<file path="src/rtl/axil_csr_slave_if.sv">
// AXI4-Lite channel bundle between a bus master and the CSR slave.
// Parametrised on address and data width.
interface axil_csr_slave_if #(
  parameter int ADDR_WIDTH = 12,
  parameter int DATA_WIDTH = 32
);
  logic [ADDR_WIDTH-1:0]   aw_addr;
  logic                    aw_valid;
  logic                    aw_ready;
  logic [DATA_WIDTH-1:0]   w_data;
  logic [DATA_WIDTH/8-1:0] w_strb;
  logic                    w_valid;
  logic                    w_ready;
  logic [1:0]              b_resp;
  logic                    b_valid;
  logic                    b_ready;
  logic [ADDR_WIDTH-1:0]   ar_addr;
  logic                    ar_valid;
  logic                    ar_ready;
  logic [DATA_WIDTH-1:0]   r_data;
  logic [1:0]              r_resp;
  logic                    r_valid;
  logic                    r_ready;

  modport master (
    output aw_addr, aw_valid, w_data, w_strb, w_valid,
    output b_ready, ar_addr, ar_valid, r_ready,
    input  aw_ready, w_ready, b_resp, b_valid,
    input  ar_ready, r_data, r_resp, r_valid
  );

  modport slave (
    input  aw_addr, aw_valid, w_data, w_strb, w_valid,
    input  b_ready, ar_addr, ar_valid, r_ready,
    output aw_ready, w_ready, b_resp, b_valid,
    output ar_ready, r_data, r_resp, r_valid
  );
endinterface

</file>
<file path="src/rtl/axil_csr_slave.sv">
// AXI4-Lite CSR register file with RO masking and access pulses.
// Define AXIL_CSR_STRB_EN to honour w_strb byte enables.
module axil_csr_slave #(
  parameter int ADDR_WIDTH = 12,
  parameter int DATA_WIDTH = 32,
  parameter int NUM_REGS   = 16,
  parameter logic [NUM_REGS-1:0] RO_MASK = '0,
  parameter logic [NUM_REGS*DATA_WIDTH-1:0] REG_RESET = '0
) (
  input  logic aclk,
  input  logic aresetn,
  axil_csr_slave_if.slave s_axil,
  output logic [NUM_REGS*DATA_WIDTH-1:0] reg_out,
  input  logic [NUM_REGS*DATA_WIDTH-1:0] reg_in,
  output logic [NUM_REGS-1:0] wr_pulse,
  output logic [NUM_REGS-1:0] rd_pulse
);
  localparam int SW  = DATA_WIDTH / 8;
  localparam int OFF = $clog2(SW);
  localparam int IXW = ADDR_WIDTH - OFF;
  localparam logic [1:0] OKAY   = 2'b00;
  localparam logic [1:0] SLVERR = 2'b10;
  localparam logic [1:0] DECERR = 2'b11;

  typedef enum logic [1:0] {W_IDLE, W_COMMIT, W_RESP} w_state_t;
  typedef enum logic {R_IDLE, R_RESP} r_state_t;

  w_state_t w_state, w_next;
  r_state_t r_state, r_next;

  logic                  up;
  logic                  aw_held, w_held;
  logic [IXW-1:0]        aw_idx_q;
  logic [DATA_WIDTH-1:0] w_data_q;
`ifdef AXIL_CSR_STRB_EN
  logic [SW-1:0]         w_strb_q;
`endif
  logic [NUM_REGS*DATA_WIDTH-1:0] reg_q;

  logic aw_fire, w_fire, ar_fire;
  logic [31:0] w_idx, ar_idx;
  logic [NUM_REGS-1:0] w_sel, r_sel;
  logic [DATA_WIDTH-1:0] r_word, w_mask;
  logic [1:0] w_resp;

  assign aw_fire = s_axil.aw_valid && s_axil.aw_ready;
  assign w_fire  = s_axil.w_valid && s_axil.w_ready;
  assign ar_fire = s_axil.ar_valid && s_axil.ar_ready;
  assign w_idx   = 32'(aw_idx_q);
  assign ar_idx  = 32'(s_axil.ar_addr[ADDR_WIDTH-1:OFF]);

  always_comb begin
    w_sel   = '0;
    r_sel   = '0;
    r_word  = '0;
    reg_out = '0;
    for (int i = 0; i < NUM_REGS; i++) begin
      w_sel[i] = (w_idx == 32'(i));
      reg_out[i*DATA_WIDTH +: DATA_WIDTH] = RO_MASK[i] ?
        REG_RESET[i*DATA_WIDTH +: DATA_WIDTH] :
        reg_q[i*DATA_WIDTH +: DATA_WIDTH];
      if (ar_idx == 32'(i)) begin
        r_sel[i] = 1'b1;
        r_word = RO_MASK[i] ? reg_in[i*DATA_WIDTH +: DATA_WIDTH] :
                              reg_q[i*DATA_WIDTH +: DATA_WIDTH];
      end
    end
  end

  always_comb begin
    w_resp = OKAY;
    if (w_idx >= 32'(NUM_REGS))
      w_resp = DECERR;
    else if (|(w_sel & RO_MASK))
      w_resp = SLVERR;
  end

  always_comb begin
    w_mask = '1;
`ifdef AXIL_CSR_STRB_EN
    for (int b = 0; b < SW; b++)
      w_mask[b*8 +: 8] = {8{w_strb_q[b]}};
`endif
  end

  // Readies stay low until the first edge after reset release
  always_ff @(posedge aclk or negedge aresetn) begin
    if (!aresetn) up <= 1'b0;
    else          up <= 1'b1;
  end

  always_ff @(posedge aclk or negedge aresetn) begin
    if (!aresetn) w_state <= W_IDLE;
    else          w_state <= w_next;
  end

  always_comb begin
    w_next = w_state;
    unique case (w_state)
      W_IDLE:   if ((aw_held || aw_fire) && (w_held || w_fire))
                  w_next = W_COMMIT;
      W_COMMIT: w_next = W_RESP;
      W_RESP:   if (s_axil.b_ready) w_next = W_IDLE;
      default:  w_next = W_IDLE;
    endcase
  end

  always_comb begin
    s_axil.aw_ready = 1'b0;
    s_axil.w_ready  = 1'b0;
    s_axil.b_valid  = 1'b0;
    unique case (w_state)
      W_IDLE: begin
        s_axil.aw_ready = up && !aw_held;
        s_axil.w_ready  = up && !w_held;
      end
      W_RESP:  s_axil.b_valid = 1'b1;
      default: ;
    endcase
  end

  always_ff @(posedge aclk or negedge aresetn) begin
    if (!aresetn) begin
      aw_held       <= 1'b0;
      w_held        <= 1'b0;
      aw_idx_q      <= '0;
      w_data_q      <= '0;
`ifdef AXIL_CSR_STRB_EN
      w_strb_q      <= '0;
`endif
      s_axil.b_resp <= OKAY;
      reg_q         <= REG_RESET;
      wr_pulse      <= '0;
    end else begin
      wr_pulse <= '0;
      if (aw_fire) begin
        aw_held  <= 1'b1;
        aw_idx_q <= s_axil.aw_addr[ADDR_WIDTH-1:OFF];
      end
      if (w_fire) begin
        w_held   <= 1'b1;
        w_data_q <= s_axil.w_data;
`ifdef AXIL_CSR_STRB_EN
        w_strb_q <= s_axil.w_strb;
`endif
      end
      if (w_state == W_COMMIT) begin
        aw_held       <= 1'b0;
        w_held        <= 1'b0;
        s_axil.b_resp <= w_resp;
        if (w_resp == OKAY) begin
          wr_pulse <= w_sel;
          for (int i = 0; i < NUM_REGS; i++)
            if (w_sel[i])
              reg_q[i*DATA_WIDTH +: DATA_WIDTH] <=
                (reg_q[i*DATA_WIDTH +: DATA_WIDTH] & ~w_mask) |
                (w_data_q & w_mask);
        end
      end
    end
  end

  always_ff @(posedge aclk or negedge aresetn) begin
    if (!aresetn) r_state <= R_IDLE;
    else          r_state <= r_next;
  end

  always_comb begin
    r_next = r_state;
    unique case (r_state)
      R_IDLE:  if (ar_fire) r_next = R_RESP;
      R_RESP:  if (s_axil.r_ready) r_next = R_IDLE;
      default: r_next = R_IDLE;
    endcase
  end

  always_comb begin
    s_axil.ar_ready = up && (r_state == R_IDLE);
    s_axil.r_valid  = (r_state == R_RESP);
  end

  // r_word is zero and r_sel empty for out-of-range indices
  always_ff @(posedge aclk or negedge aresetn) begin
    if (!aresetn) begin
      s_axil.r_data <= '0;
      s_axil.r_resp <= OKAY;
      rd_pulse      <= '0;
    end else begin
      rd_pulse <= '0;
      if (ar_fire) begin
        s_axil.r_data <= r_word;
        s_axil.r_resp <= (|r_sel) ? OKAY : DECERR;
        rd_pulse      <= r_sel;
      end
    end
  end
endmodule

</file>
<file path="src/flat_wrapper.sv">
// flat-port wrapper written by rule: the top's interface ports become plain ports
module axil_csr_slave_flat 
#(
  parameter int ADDR_WIDTH = 12,
  parameter int DATA_WIDTH = 32,
  parameter int NUM_REGS   = 16,
  parameter logic [NUM_REGS-1:0] RO_MASK = '0,
  parameter logic [NUM_REGS*DATA_WIDTH-1:0] REG_RESET = '0
)
  (aclk, aresetn, reg_out, reg_in, wr_pulse, rd_pulse, s_axil_aw_addr, s_axil_aw_valid, s_axil_w_data, s_axil_w_strb, s_axil_w_valid, s_axil_b_ready, s_axil_ar_addr, s_axil_ar_valid, s_axil_r_ready, s_axil_aw_ready, s_axil_w_ready, s_axil_b_resp, s_axil_b_valid, s_axil_ar_ready, s_axil_r_data, s_axil_r_resp, s_axil_r_valid);
  axil_csr_slave_if #(.ADDR_WIDTH(ADDR_WIDTH), .DATA_WIDTH(DATA_WIDTH)) s_axil_i ();
  input  logic aclk;
  input  logic aresetn;
  output logic [NUM_REGS*DATA_WIDTH-1:0] reg_out;
  input  logic [NUM_REGS*DATA_WIDTH-1:0] reg_in;
  output logic [NUM_REGS-1:0] wr_pulse;
  output logic [NUM_REGS-1:0] rd_pulse;
  input wire logic [$bits(s_axil_i.aw_addr)-1:0] s_axil_aw_addr;
  input wire logic [$bits(s_axil_i.aw_valid)-1:0] s_axil_aw_valid;
  input wire logic [$bits(s_axil_i.w_data)-1:0] s_axil_w_data;
  input wire logic [$bits(s_axil_i.w_strb)-1:0] s_axil_w_strb;
  input wire logic [$bits(s_axil_i.w_valid)-1:0] s_axil_w_valid;
  input wire logic [$bits(s_axil_i.b_ready)-1:0] s_axil_b_ready;
  input wire logic [$bits(s_axil_i.ar_addr)-1:0] s_axil_ar_addr;
  input wire logic [$bits(s_axil_i.ar_valid)-1:0] s_axil_ar_valid;
  input wire logic [$bits(s_axil_i.r_ready)-1:0] s_axil_r_ready;
  output wire logic [$bits(s_axil_i.aw_ready)-1:0] s_axil_aw_ready;
  output wire logic [$bits(s_axil_i.w_ready)-1:0] s_axil_w_ready;
  output wire logic [$bits(s_axil_i.b_resp)-1:0] s_axil_b_resp;
  output wire logic [$bits(s_axil_i.b_valid)-1:0] s_axil_b_valid;
  output wire logic [$bits(s_axil_i.ar_ready)-1:0] s_axil_ar_ready;
  output wire logic [$bits(s_axil_i.r_data)-1:0] s_axil_r_data;
  output wire logic [$bits(s_axil_i.r_resp)-1:0] s_axil_r_resp;
  output wire logic [$bits(s_axil_i.r_valid)-1:0] s_axil_r_valid;
  assign s_axil_i.aw_addr = s_axil_aw_addr;
  assign s_axil_i.aw_valid = s_axil_aw_valid;
  assign s_axil_i.w_data = s_axil_w_data;
  assign s_axil_i.w_strb = s_axil_w_strb;
  assign s_axil_i.w_valid = s_axil_w_valid;
  assign s_axil_i.b_ready = s_axil_b_ready;
  assign s_axil_i.ar_addr = s_axil_ar_addr;
  assign s_axil_i.ar_valid = s_axil_ar_valid;
  assign s_axil_i.r_ready = s_axil_r_ready;
  assign s_axil_aw_ready = s_axil_i.aw_ready;
  assign s_axil_w_ready = s_axil_i.w_ready;
  assign s_axil_b_resp = s_axil_i.b_resp;
  assign s_axil_b_valid = s_axil_i.b_valid;
  assign s_axil_ar_ready = s_axil_i.ar_ready;
  assign s_axil_r_data = s_axil_i.r_data;
  assign s_axil_r_resp = s_axil_i.r_resp;
  assign s_axil_r_valid = s_axil_i.r_valid;
  axil_csr_slave #(.ADDR_WIDTH(ADDR_WIDTH), .DATA_WIDTH(DATA_WIDTH), .NUM_REGS(NUM_REGS), .RO_MASK(RO_MASK), .REG_RESET(REG_RESET)) u_core (.aclk(aclk), .aresetn(aresetn), .s_axil(s_axil_i), .reg_out(reg_out), .reg_in(reg_in), .wr_pulse(wr_pulse), .rd_pulse(rd_pulse));
endmodule
</file>
<file path="config.mk">
export PLATFORM = sky130hd
export DESIGN_NAME = axil_csr_slave_flat
export DESIGN_NICKNAME = d
export VERILOG_FILES = /design/src/rtl/axil_csr_slave_if.sv /design/src/rtl/axil_csr_slave.sv /design/src/flat_wrapper.sv
export SDC_FILE = /design/constraint.sdc
export NUM_CORES = 1
export LEC_CHECK = 0
export CAP_MARGIN = 10
export CORE_AREA = 2 2 448 450
export DETAILED_ROUTE_END_ITERATION = 8
export DIE_AREA = 0 0 450 452
export HOLD_SLACK_MARGIN = 0.12
export PLACE_DENSITY = 0.3
export RECOVER_POWER = 50
export SLEW_MARGIN = 20
export SYNTH_ARGS = -nofsm -noshare
export SYNTH_HDL_FRONTEND = slang
export SYNTH_SLANG_ARGS = --single-unit
</file>
<file path="constraint.sdc">
create_clock -name aclk -period 4.7 [get_ports aclk]
set_clock_uncertainty 0.1 [all_clocks]
set_input_delay 0.94 -clock aclk [delete_from_list [all_inputs] [get_ports aclk]]
set_output_delay 0.94 -clock aclk [all_outputs]
set_load 0.01 [all_outputs]
</file>
# Word level (Yosys, flattened, before mapping)
# Index checks and enable logic that the tools add are counted.
# totals
inputBits	579
wordCells	149
output_inout_bits	585
ff_bits	628
# classes
n_eq_ne	34
magnitude_cmp	1
reduce_logical	35
bitwise_logic	1
mux	50
# op_table
operator	count
$mux 32	16
$eq 10x4->1 const B	16
$eq 10x3->1 const B	8
$logic_not 32->1	2
$mux 16	3
$reduce_and 3->1	16
$eq 10x2->1 const B	4
$mux 1	25
$eq 10x1->1 const B	2
$reduce_or 16->1	1
$ge 10x5->1 const B	1
$mux 2	4
$logic_and 1x1->1	7
$pmux 2 s3	1
$logic_not 2->1	2
$reduce_bool 2->1	2
$eq 2x1->1 const B	1
$eq 2x2->1 const B	1
$logic_not 1->1	2
$logic_or 1x1->1	2
$ne 2x1->1 const B	1
$ne 2x2->1 const B	1
$pmux 1 s2	1
$reduce_and 2->1	1
$not 1->1	1

# Logic depth before layout (Yosys ltp)
# Gate-level depths: netlist of the first run.
# logic_depth
word_depth	17
mapped_depth	9
depth_no_buf	5

# Worst setup path after synthesis of the first run
# No wires, ideal clock.
# synth_timing
kind	in2reg
from	in s_axil_ar_addr[3]
to	reg u_core.s_axil.r_data[18]
setup_ns	0.126
arrival_ns	2.713
t_required_ns	4.474
n_path_buf	4
cell_stages	8
setup_slack_ns	1.761
cell_sequence	buf_2 > buf_2 > buf_1 > buf_2 > mux4_2 > a22oi_1 > o21ai_0 > a221o_1
# synth_between
elab_chain_len	17
word_cells_on_any_way	32
cone_classes	eq/ne: 15; mux: 16; reduce/logical: 1
# synth_lines
element	line	rtl
from (decl)	flat_wrapper.sv:24	input wire logic [$bits(s_axil_i.ar_addr)-1:0] s_axil_ar_addr;
$logic_not 32->1	axil_csr_slave.sv:62	if (ar_idx == 32'(i)) begin
$mux 32 (15 in a row)	axil_csr_slave.sv:62	
$mux 32 *	axil_csr_slave.sv:62	
to (signal assigned)	axil_csr_slave.sv:191	s_axil.r_data <= r_word;
to (decl)	axil_csr_slave_if.sv:36	output ar_ready, r_data, r_resp, r_valid
# Mark *: on every way between the ends. The rest lies on a longest branch, timed or not.
# A chain may end at the register's enable or synchronous reset.

# Worst setup path in the final report of the first run
# layout_timing
from	reg u_core.aw_idx_q[5]
to	reg u_core.reg_q[463] (netlist: u_core.reg_out[463])
# layout_between
elab_chain_len	4
word_cells_on_any_way	5
cone_classes	order compare: 1; eq/ne: 1; mux: 1; reduce/logical: 2
# layout_lines
element	line	rtl
from (decl)	axil_csr_slave.sv:33	logic [IXW-1:0] aw_idx_q;
from (signal assigned)	axil_csr_slave.sv:138	aw_idx_q <= s_axil.aw_addr[ADDR_WIDTH-1:OFF];
$ge 10x5->1	axil_csr_slave.sv:72	if (w_idx >= 32'(NUM_REGS))
$mux 2	axil_csr_slave.sv:72	
$logic_not 2->1	axil_csr_slave.sv:151	if (w_resp == OKAY) begin
$reduce_and 3->1 (no line) *	--	
to (signal, indexed assignment)	axil_csr_slave.sv:155	reg_q[i*DATA_WIDTH +: DATA_WIDTH] <=
to (decl)	axil_csr_slave.sv:38	logic [NUM_REGS*DATA_WIDTH-1:0] reg_q;
# Marked as above.

==> results of run 1 <==
## path summary, 6_finish.rpt
path | slack [ps] | to | depth (start not counted)
setup / recovery | 830 | u_core.reg_out[463] | 6
hold / removal | 400 | u_core.s_axil.r_data[30] | 2
setup reg to reg | 830 | u_core.reg_out[463] | 6
hold reg to reg | 400 | u_core.s_axil.r_data[30] | 2
max in group asynchronous | 930 | u_core.reg_out[462] | 3
min in group asynchronous | 1460 | u_core.reg_out[238] | 2
## power groups by stage
stage               sequential [W]  combinational (W)  clock (W)
floorplan                  0.00655            0.00114          0
global placement           0.00698            0.00341          0
detailed placement         0.00699            0.00341          0
CTS                        0.00690            0.00342    0.00704
global route               0.00696            0.00350    0.00722
finish                     0.00686            0.00326    0.00677
## metal layers
| metal | wire (um) | part of all wire | GRT usage |
|---|---|---|---|
| met5 | 0 | 0 | 0 |
| met4 | 2720 | 0.015 | 0.0288 |
| met3 | 16100 | 0.090 | 0.0704 |
| met2 | 81700 | 0.45 | 0.274 |
| met1 | 79100 | 0.44 | 0.222 |
## synth_stat cells, drive strengths merged (13+ instances only)
cell and instances:
a2111oi 13, a211oi 25, a21o 20, a21oi 57, a221o 30, a222oi 19
a22oi 39, buf 92, clkbuf 109, dfrtp 626, mux2 574, mux2i 58
mux4 20, nand2 44, nand3 20, nand4 21, nor2 101, o2111ai 19
o21a 13, o21ai 110, o221a 18, o22a 13
## stage by stage
stage                     instances  worst slack [ps]  hold slack (ps)  power [W]
final                          5543               830              400     0.0169
after CTS                      5537              1090              128     0.0174
after global routing           5540               524              424     0.0177
after floorplan                2160              1760              366    0.00769
after detailed placement       5385               330              388     0.0104
after global placement         5385               336              385     0.0104
## sequential cells by signal, summed over array words and instances (netlist names)
register / cells
u_core.s_axil.r_data: 32
u_core.up: 1
u_core.w_data_q: 32
u_core.w_state: 2
u_core.rd_pulse: 16
u_core.aw_held: 1
u_core.s_axil.b_resp: 1
u_core.wr_pulse: 16
u_core.s_axil.r_resp: 1
u_core.w_held: 1
u_core.reg_out: 512
u_core.s_axil.r_valid: 1
u_core.aw_idx_q: 10
## area by class of cell
class / instances / area share
antenna: 5 / 0.000301
sequential: 626 / 0.377
timing repair buffer: 771 / 0.185
multi-input combinational: 1326 / 0.290
tap: 2656 / 0.0800
clock buffer: 131 / 0.0618
clock inverter: 21 / 0.00584
inverter: 7 / 0.000633
## critical path, delay by kind of cell (launching register included)
family                 cells  cell delay (ps)
muxes                      1              430
buffers and inverters      1             1080
and+or+nand+nor            4             1640
DFF                        1              370
## logic make-up after synthesis
family,Yosys count,synth area share
xor gates and xnor gates,1,0.000307
DFF,626,0.549
buffers and inverters,208,0.0357
muxes,652,0.263
other,1,0.000131
AOI/OAI and AO/OA,429,0.110
and+or+nand+nor,243,0.0425
## what timing repair did
action / in CTS / in global routing
hold endpoints to repair: 0 / 7
endpoints found under the setup margin: 0 / 0
hold buffers: 0 / 1
==> metrics.md, run 1 <==
| Metric | Value |
|---|---|
| Status | complete, but fails checks |
| Failing checks | max-capacitance violations, max-slew violations |
| Combinational group share of total power | 0.193 |
| Worst supply voltage drop on vdd | around 0.23 mV |
| Share of total power in sequential cells | 0.406 |
| Arrival time at the worst endpoint | approximately 4400 ps |
| Number of port buffers | approximately 640 |
| Remaining max-slew budget at the tightest pin | -0.904 |
| Global Route Usage Sum | 0.173 |
| Number of synthesized flops with an enable pin | 0 |
| Total DRC errors in the routed layout | 0 |
| Final setup fails | 0 |
| Leakage power figure | approximately 19 nW |
| Sw frac | 0.344 |
| Cell taking the most area after synthesis | sky130_fd_sc_hd__dfrtp_1 |
| Post-synthesis sequential element count | between 600 and 700 |
| Final-layout setup total negative slack | 0 ps |
| Count of unique library cells instantiated by Yosys | 60 |
| Count of clock tree sinks | between 600 and 700 |
| WS Path Type | reg -> reg |
| Mapped cell area | roughly 0.029 mm2 |
| Number of buffers created by CTS | 88 |
| Final worst path period need | a little under 4000 ps |
| Avg Cell Area, Syn | between 10 and 15 um2 |
| Placeable core region | roughly 0.20 mm2 |
| Power share of the clock group | 0.401 |
| Number of standard-cell rows in the floorplan | between 150 and 200 |
| Post-CTS repair timing setup buffer count | 0 |
| Critical hold path startpoint | u_core.s_axil.r_data[30] |
| Clk Latency, worst-skew pair | 730 ps |
| Crit share post-route | 0.823 |
| Global-route congestion overflow total | 0 |
| # Max-Cap Violations | 4 |
| First DRT Iteration DRCs | roughly 1300 |
| Start point of the critical path | u_core.aw_idx_q[5] |
| Final non-filler cell area | 0.0415 mm2 |
| Transition time at the pin with the least slew margin | 2860 ps |
| Wire per inst | 32.4 um |
| Initial antenna violation count | 31 |
| Post-synthesis cell count | approximately 2200 |
| Critical path's largest stage delay | 1080 ps |
| RSZ-0062 raised after global routing | false |
| Post-synthesis sequential area ratio | 0.549 |
| Clk slew on worst S/H paths | approximately 60 ps |
| CP endpoint kind | flop |
| Final Hold Violating Endpoints | 0 |
| Top cells by area in the synthesized netlist | sky130_fd_sc_hd__dfrtp_1, sky130_fd_sc_hd__mux2_2, sky130_fd_sc_hd__mux2i_1 |
| Post-DP HPWL | roughly 130000 um |
| Area taken by multi-input logic gates | about 0.012 mm2 |
| Level count of the clock H-tree | 3 |
| Net count, final | 3399 |
| Max Fanout on Critical Path | 33 |
| Internal power consumption | 0.0111 W |
| Maximum operating frequency | 258 MHz |
| Top-Level Pins | roughly 1200 |
| Combined flip-flop and latch cell area | 0.0157 mm2 |
| Via count | 22000 |
| CTS tree | built |
| Wire length of the first global-routing pass | around 240000 um |
| Maximum number of pins on one net before global-route repair | 101 |
| Die boundary height | approximately 450 um |
| Total nets after synthesis | 2739 |
| Via count of the first global-routing pass | around 23000 |
| Area delta synth->final | 45.6% |
| Detailed Route WL | approximately 180000 um |
| Net switching component of the power | about 0.0058 W |
| Number of nets with antenna violations after detailed routing | 0 |
| Buffer cell driving the clock tree root | sky130_fd_sc_hd__clkbuf_16 |
| CP Launch Type | flop |
| Clk buf depth | 3 |
| Number of gates resized after CTS | 0 |
| Layout cells sized above 1 | 0.317 |
| Fill count | between 20000 and 25000 |
| Max Transition Viols Final | around 160 |
| Pre-antenna DRT Iters | 7 |
| Pwr dens | ~400 mW/mm2 |
| Start of the worst register-to-register path | u_core.aw_idx_q[5] |
| Most frequently used flop master after synthesis | sky130_fd_sc_hd__dfrtp_1 |
| Post-synth top area share | 0.549 |
| CP max-delay cell | sky130_fd_sc_hd__clkbuf_2 |
| Fraction of registers with async set or reset after synthesis | 1.00 |
| Hold Crit Class | reg -> reg |
| Crit path required time | 5180 ps |
| Placed cell areas | 0.0388 mm2 |
| Effective utilization at floorplan | 0.144 |
| Post-route core utilization | 0.209 |
| Routability congestion estimate from global placement | ~0.76 |
| Vias per Instance | roughly 4.0 |
| Number of warnings printed during yosys synthesis | 0 |
| Die area | slightly above 0.2 mm2 |
| Commonest non-fill, non-tap cell in the layout | sky130_fd_sc_hd__dfrtp_1 |
| Most used cells in the layout excluding fill and tap cells | sky130_fd_sc_hd__dfrtp_1, sky130_fd_sc_hd__mux2_2, sky130_fd_sc_hd__clkdlybuf4s50_1, sky130_fd_sc_hd__dlygate4sd3_1, sky130_fd_sc_hd__o21ai_0 |
| CP cell instances | or4_1 -> nor4_4 -> nand3_1 -> nor2_4 -> clkbuf_2 -> mux2_2 |
| DIE WIDTH | roughly 450 um |
Note: power is estimated with default switching activity, not from simulation.
==> run 2, diff against run 1 <==
- CORE_AREA: 2 2 448 450 -> 2 2 450 452
- DIE_AREA: 0 0 450 452 -> 0 0 452 454
- clock period: 4.7 -> 4.1 ns (I/O delays scaled with it)
==> metrics.md, run 2 (synthesis gave the netlist of run 1 again) <==
| Metric | Value |
|---|---|
| Number of cells traversed by the worst hold path | 2 (unchanged) |
| CP max-delay cell | sky130_fd_sc_hd__clkbuf_1 |
| Clk slew on worst S/H paths | 60 ps (about the same) |
| Remaining max-slew budget at the tightest pin | -0.859 (+0.0443) |
| Max Transition Viols Final | 97 (-39%) |
| Pwr dens | 469 mW/mm2 (+15%) |
| Power share of the clock group | 0.415 (+0.014) |
| Crit share post-route | 0.926 |
| Sw frac | 0.340 (-0.00446) |
| Top-Level Pins | 1164 (unchanged) |
| Routability congestion estimate from global placement | 0.765 (+0.12%) |
| Level count of the clock H-tree | 3 (unchanged) |
| Die boundary height | 454 um (+0.44%) |
| # Max-Cap Violations | 2 (-2) |
| DIE WIDTH | 452 um (+0.44%) |
| Combinational group share of total power | 0.168 (-0.025) |
| Maximum operating frequency | about 260 MHz |
| Layout cells sized above 1 | 0.327 (+0.00908) |
| Number of nets with antenna violations after detailed routing | 0 (unchanged) |
| Wire length of the first global-routing pass | 236000 um (-0.50%) |
| Max Fanout on Critical Path | 20 (-39%) |
| Number of gates resized after CTS | 0 (unchanged) |
| Net count, final | 3417 (+0.53%) |
| Crit path depth | 8 (+2) |
| Area delta synth->final | 47.4% |
| CP Launch Type | input port |
| Count of buffer and inverter cells on the critical path | 4 (+3) |
| Post-route setup slack | 305 ps (-525 ps) |
| Pre-antenna DRT Iters | 8 (+1) |
| Worst-case hold slack | 397 ps (-3.55 ps) |
| Number of standard-cell rows in the floorplan | 165 (+0.61%) |
| Vias per Instance | 3.95 (-0.41%) |
| Total DRC errors in the routed layout | 0 (unchanged) |
| Clk Latency, worst-skew pair | 730 ps (about the same) |
| Detailed Route WL | 180000 um (+0.29%) |
| CTS tree | built |
| Number of port buffers | 643 (unchanged) |
| Final worst path period need | around 3800 ps |
| Number of buffers created by CTS | 90 (+2.3%) |
| Status | complete, but fails checks |
| Family with the most delay on the worst path | buffers and inverters |
| Die area | 0.205 mm2 (+0.89%) |
| Clk buf depth | 3 (unchanged) |
| Post-placement worst setup slack | 89.0 ps (-241 ps) |
| Commonest non-fill, non-tap cell in the layout | sky130_fd_sc_hd__dfrtp_1 |
| Transition time at the pin with the least slew margin | 2790 ps (-66.5 ps) |
| Number of flip-flops in the largest register | 512 (unchanged) |
| Effective utilization at floorplan | 0.142 (-0.00160) |
| Via count | 22100 (+0.38%) |
| Global-route congestion overflow total | 0 (unchanged) |
| First DRT Iteration DRCs | 1306 (+2.9%) |
| Via count of the first global-routing pass | 22900 (-0.87%) |
| Post-CTS repair timing setup buffer count | 0 (unchanged) |
| Global Route Usage Sum | 0.172 (-0.000988) |
| Worst supply voltage drop on vdd | 0.365 mV (+59%) |
| Maximum number of pins on one net before global-route repair | 77 (-24%) |
| Buffer cell driving the clock tree root | sky130_fd_sc_hd__clkbuf_16 |
| Arrival time at the worst endpoint | 4290 ps (-60 ps) |
| Share of total power in sequential cells | 0.417 (+0.011) |
| Critical path's largest stage delay | 830 ps (-250 ps) |
| Overall Power | 0.0197 W (+17%) |
| Crit path required time | 4590 ps (-590 ps) |
| Wire per inst | 32.2 um (-0.50%) |
| CP cell instances | clkdlybuf4s50_1 -> nor4_1 -> buf_12 -> clkbuf_1 -> nand3_4 -> clkbuf_1 -> o221a_2 -> a221o_1 |
| Count of clock tree sinks | 626 (unchanged) |
| CP endpoint kind | flop |
| Leakage power figure | 18.7 nW (+1.1%) |
| Fill count | 21700 (+0.68%) |
| Net switching component of the power | 0.00670 W (+15%) |
| Final Hold Violating Endpoints | 0 (unchanged) |
| WS Path Type | in -> reg |
| Placeable core region | 0.201 mm2 (+1.1%) |
| Internal power consumption | 0.0130 W (+18%) |
| Most used cells in the layout excluding fill and tap cells | sky130_fd_sc_hd__dfrtp_1, sky130_fd_sc_hd__mux2_2, sky130_fd_sc_hd__clkdlybuf4s50_1, sky130_fd_sc_hd__dlygate4sd3_1, sky130_fd_sc_hd__o21ai_0 |
| Final setup fails | 0 (unchanged) |
| Most frequent CP cell | sky130_fd_sc_hd__clkbuf_1 |
| Worst Reg-to-Reg Cells | 6 (unchanged) |
| Post-DP HPWL | 135000 um (+0.40%) |
| Initial antenna violation count | 25 (-19%) |
| Hold Crit Class | reg -> reg |
| RSZ-0062 raised after global routing | false |
| Failing checks | max-capacitance violations, max-slew violations |
| Final-layout setup total negative slack | 0 ps (unchanged) |
## run 2: final timing paths
path / start / slack, ps / end
setup / recovery: s_axil_ar_addr[9] / 310 / u_core.s_axil.r_data[27]
hold reg to reg: u_core.s_axil.r_data[30] / 400 / u_core.s_axil.r_data[30]
max in group asynchronous: aresetn / 690 / u_core.w_data_q[11]
hold / removal: u_core.s_axil.r_data[30] / 400 / u_core.s_axil.r_data[30]
setup reg to reg: u_core.aw_idx_q[7] / 580 / u_core.reg_out[108]
min in group asynchronous: aresetn / 1370 / u_core.reg_out[175]
## run 2: tightest hold or removal path: stages (launching register included)
cell                      delay [ps]
sky130_fd_sc_hd__dfrtp_1         350
sky130_fd_sc_hd__nand2_1          50
sky130_fd_sc_hd__o21ai_0          60
## run 2: layer usage
layer,up-vias,routed length [um],track usage
met5,-,0,0
met4,0,3390,0.0388
met3,124,17100,0.0695
met2,776,80300,0.265
met1,11700,79300,0.223
li1,9499,-,-
## run 2: power by group through the flow
stage	Sequential (W)	Clock, W	Combinational, W
5_1_grt	0.00837	0.00874	0.00355
2_1_floorplan	0.00751	0	0.00130
6_report	0.00823	0.00818	0.00331
3_5_place_dp	0.00842	0	0.00344
3_3_place_gp	0.00842	0	0.00344
4_1_cts	0.00831	0.00851	0.00345
## run 2: timing repair
action,in CTS,in global routing
hold buffers,1,0
hold endpoints to repair,37,0
endpoints found under the setup margin,0,0
## run 2: per-stage QoR
| step | std cells | area [um2] | utilization |
|---|---|---|---|
| global placement | 5417 | 39000 | 0.194 |
| floorplan | 2160 | 28500 | - |
| global route | 5584 | 42000 | 0.209 |
| finish | 5587 | 42000 | 0.209 |
| CTS | 5581 | 42100 | 0.210 |
| detailed placement | 5417 | 39000 | 0.194 |
## run 2: cell type report
type,instances,area (um2),share of cell area
inverter,7,26.3,0.000625
antenna,6,15.0,0.000357
tap,2672,3340,0.0795
clock buffer,131,2630,0.0625
timing repair buffer,787,7930,0.189
multi-input combinational,1326,12000,0.286
clock inverter,32,420,0.0100
sequential,626,15700,0.373
==> run 3, diff against run 2 <==
- CAP_MARGIN: 10 -> unset
==> results of run 3 <==
Same layout as run 2: the final DEF is identical, and so are final timing and power.
==> variant: new RTL, config.mk and constraints of run 2 <==
`DATA_WIDTH` is set to 32 in 3 places; all go to 16.
--- a/src/rtl/axil_csr_slave_if.sv
+++ b/src/rtl/axil_csr_slave_if.sv
@@ -4,3 +4,3 @@
   parameter int ADDR_WIDTH = 12,
-  parameter int DATA_WIDTH = 32
+  parameter int DATA_WIDTH = 16
 );
--- a/src/rtl/axil_csr_slave.sv
+++ b/src/rtl/axil_csr_slave.sv
@@ -4,3 +4,3 @@
   parameter int ADDR_WIDTH = 12,
-  parameter int DATA_WIDTH = 32,
+  parameter int DATA_WIDTH = 16,
   parameter int NUM_REGS   = 16,
--- a/src/flat_wrapper.sv
+++ b/src/flat_wrapper.sv
@@ -4,3 +4,3 @@
   parameter int ADDR_WIDTH = 12,
-  parameter int DATA_WIDTH = 32,
+  parameter int DATA_WIDTH = 16,
   parameter int NUM_REGS   = 16,
Ports: changed (5 resized); port bits go from 1164 to 618. No check against the original RTL was run, so the function may have changed too.
==> variant against run 2 <==
The flow still finishes with violations (max-capacitance violations, max-slew violations). Design area down 41%. Setup slack better by 69 ps. Global-route usage is 7.1 points lower. Sequential power fell by 46%. Worst hold slack worse by 28 ps. Synthesized cell count fell by 41%. Sequential share of layout area fell by 2.8 points. Area after synthesis shrank 47%. First-iteration DRC count is 51% lower. Clock power is 44% lower. Wire length is 41% lower. Sequential cell count is 287 lower. Power decreased by 48%. Largest cell class unchanged. Highest routed layer is now met5.
==> variant: results (changes against run 2) <==
Clock network
  – Clk_lat worst skew: 640 ps (-90 ps)
  – H-tree levels: 2 (-1)
  – CTS buffer count: 49 (-46%)

Flow run
  – Total of max-cap violations: 4 (+2)

Logic synthesis
  – Ranking of synthesized cells by area: dfrtp_1 (56%), mux2_2 (20%), nand2_1 (2.2%), nor2_1 (1.9%), o21ai_0 (1.7%)
  – Mapped Nets: 1570 (-43%)
  – Syn avg cell area: 12.04 um^2 (-8.9%)
  – Post-synthesis compound-gate area fraction: 0.1093 (-0.0002721)
  – Post-synthesis mux area share: 0.2187 (-0.04406)
  – Unique cell type count in the Yosys netlist: 67 (+12%)
  – Seq/Total Area, Yosys: 0.5572 (+0.008007)
  – Post-synth top cells: dfrtp_1 (339), mux2_2 (275), nand2_1 (91), nor2_1 (78), clkbuf_1 (62)

Placed design
  – Gpl congestion: 0.7690 (+0.59%)
  – Placed Area: 22950 um^2 (-41%)
  – Placed insts: 4333 (-20%)
  – Placement Setup Slack: 102.8 ps (+13.80 ps)

STA
  – Slew at the pin closest to its max-slew limit: 2155 ps (-633.9 ps)
  – Final Slew Violations: 112 (+15%)

Status
  – Failing checks: max-capacitance violations, max-slew violations
  – Run status: finished with violations

Pwr
  – Worst vdd ir: 0.2196 mV (-40%)
  – Lkg Pwr: 10.31 nW (-45%)

Route
  – Routed Wire Length: 105600 um (-41%)
  – Routed via count: 12.61k (-43%)
  – Drt wl/cell: 23.85 um (-26%)
  – Initial drt markers: 646 (-51%)
  – Drt pass-1 iters: 6 (-2)

Hold path
  – Worst Min Path Start: u_core.w_state[1]

Final layout
  – Finished Core Util: 0.1226 (-0.08674)
  – Layout cells sized above 1: 0.2890 (-0.03759)

Setup path
  – Crit path DAT: 4130 ps (-160 ps)
  – Crit path from: s_axil_ar_addr[6]

Global routing
  – Largest net degree at the start of global routing: 72 (-6.5%)
  – Antenna violations before repair: 8 (-68%)
==> variant: layer usage <==
| layer | wire, um | global-route usage | up-vias |
|---|---|---|---|
| met5 | 41 | 0 | - |
| met4 | 3768 | 0.03386 | 6 |
| met3 | 5565 | 0.02485 | 104 |
| met2 | 58350 | 0.1965 | 336 |
| met1 | 37830 | 0.1035 | 6613 |
| li1 | - | - | 5549 |
==> variant: critical path: stages <==
cell and delay [ps]:
dlygate4sd3_1 550, buf_4 130, nor4_1 560, buf_12 220
nand4_1 80, buf_4 210, o211ai_1 550, o211ai_1 220
buf_4 190, a222oi_1 250, buf_4 220, o41ai_1 70
==> variant: cell families (layout without fill, tap and decap cells) <==
kind of cell / count (synthesis) / in the layout
flip-flops: 339 / 339
multiplexers: 297 / 297
buffers and inverters: 113 / 599
other: 1 / 3
AO/OA/AOI/OAI: 244 / 244
AND/OR/NAND/NOR: 271 / 271
==> variant: cell type report <==
class / count / area share
well taps: 2672 / 0.1358
inverters: 20 / 0.003049
clock buffers: 72 / 0.05946
multi-input cells: 813 / 0.2565
repair buffers: 490 / 0.1901
clock inverters: 17 / 0.01032
flip-flops and latches: 339 / 0.3446
diodes: 2 / 0.0002033
==> variant: power by group <==
group          switching (W)  leakage [nW]  internal, W  total (W)
clock                0.00183         0.832      0.00279    0.00462
sequential          0.000826          4.66      0.00359    0.00442
combinational       0.000566          4.82     0.000549    0.00111
==> variant: final timing paths <==
path | depth (start not counted) | endpoint | slack (ps)
min in group asynchronous | 2 | u_core.reg_out[83] | 1210
worst max register to register | 7 | u_core.reg_out[156] | 750
worst max-delay path | 12 | u_core.s_axil.r_data[8] | 370
worst min-delay path | 1 | u_core.w_state[0] | 370
worst min register to register | 1 | u_core.w_state[0] | 370
max in group asynchronous | 3 | u_core.reg_out[60] | 790
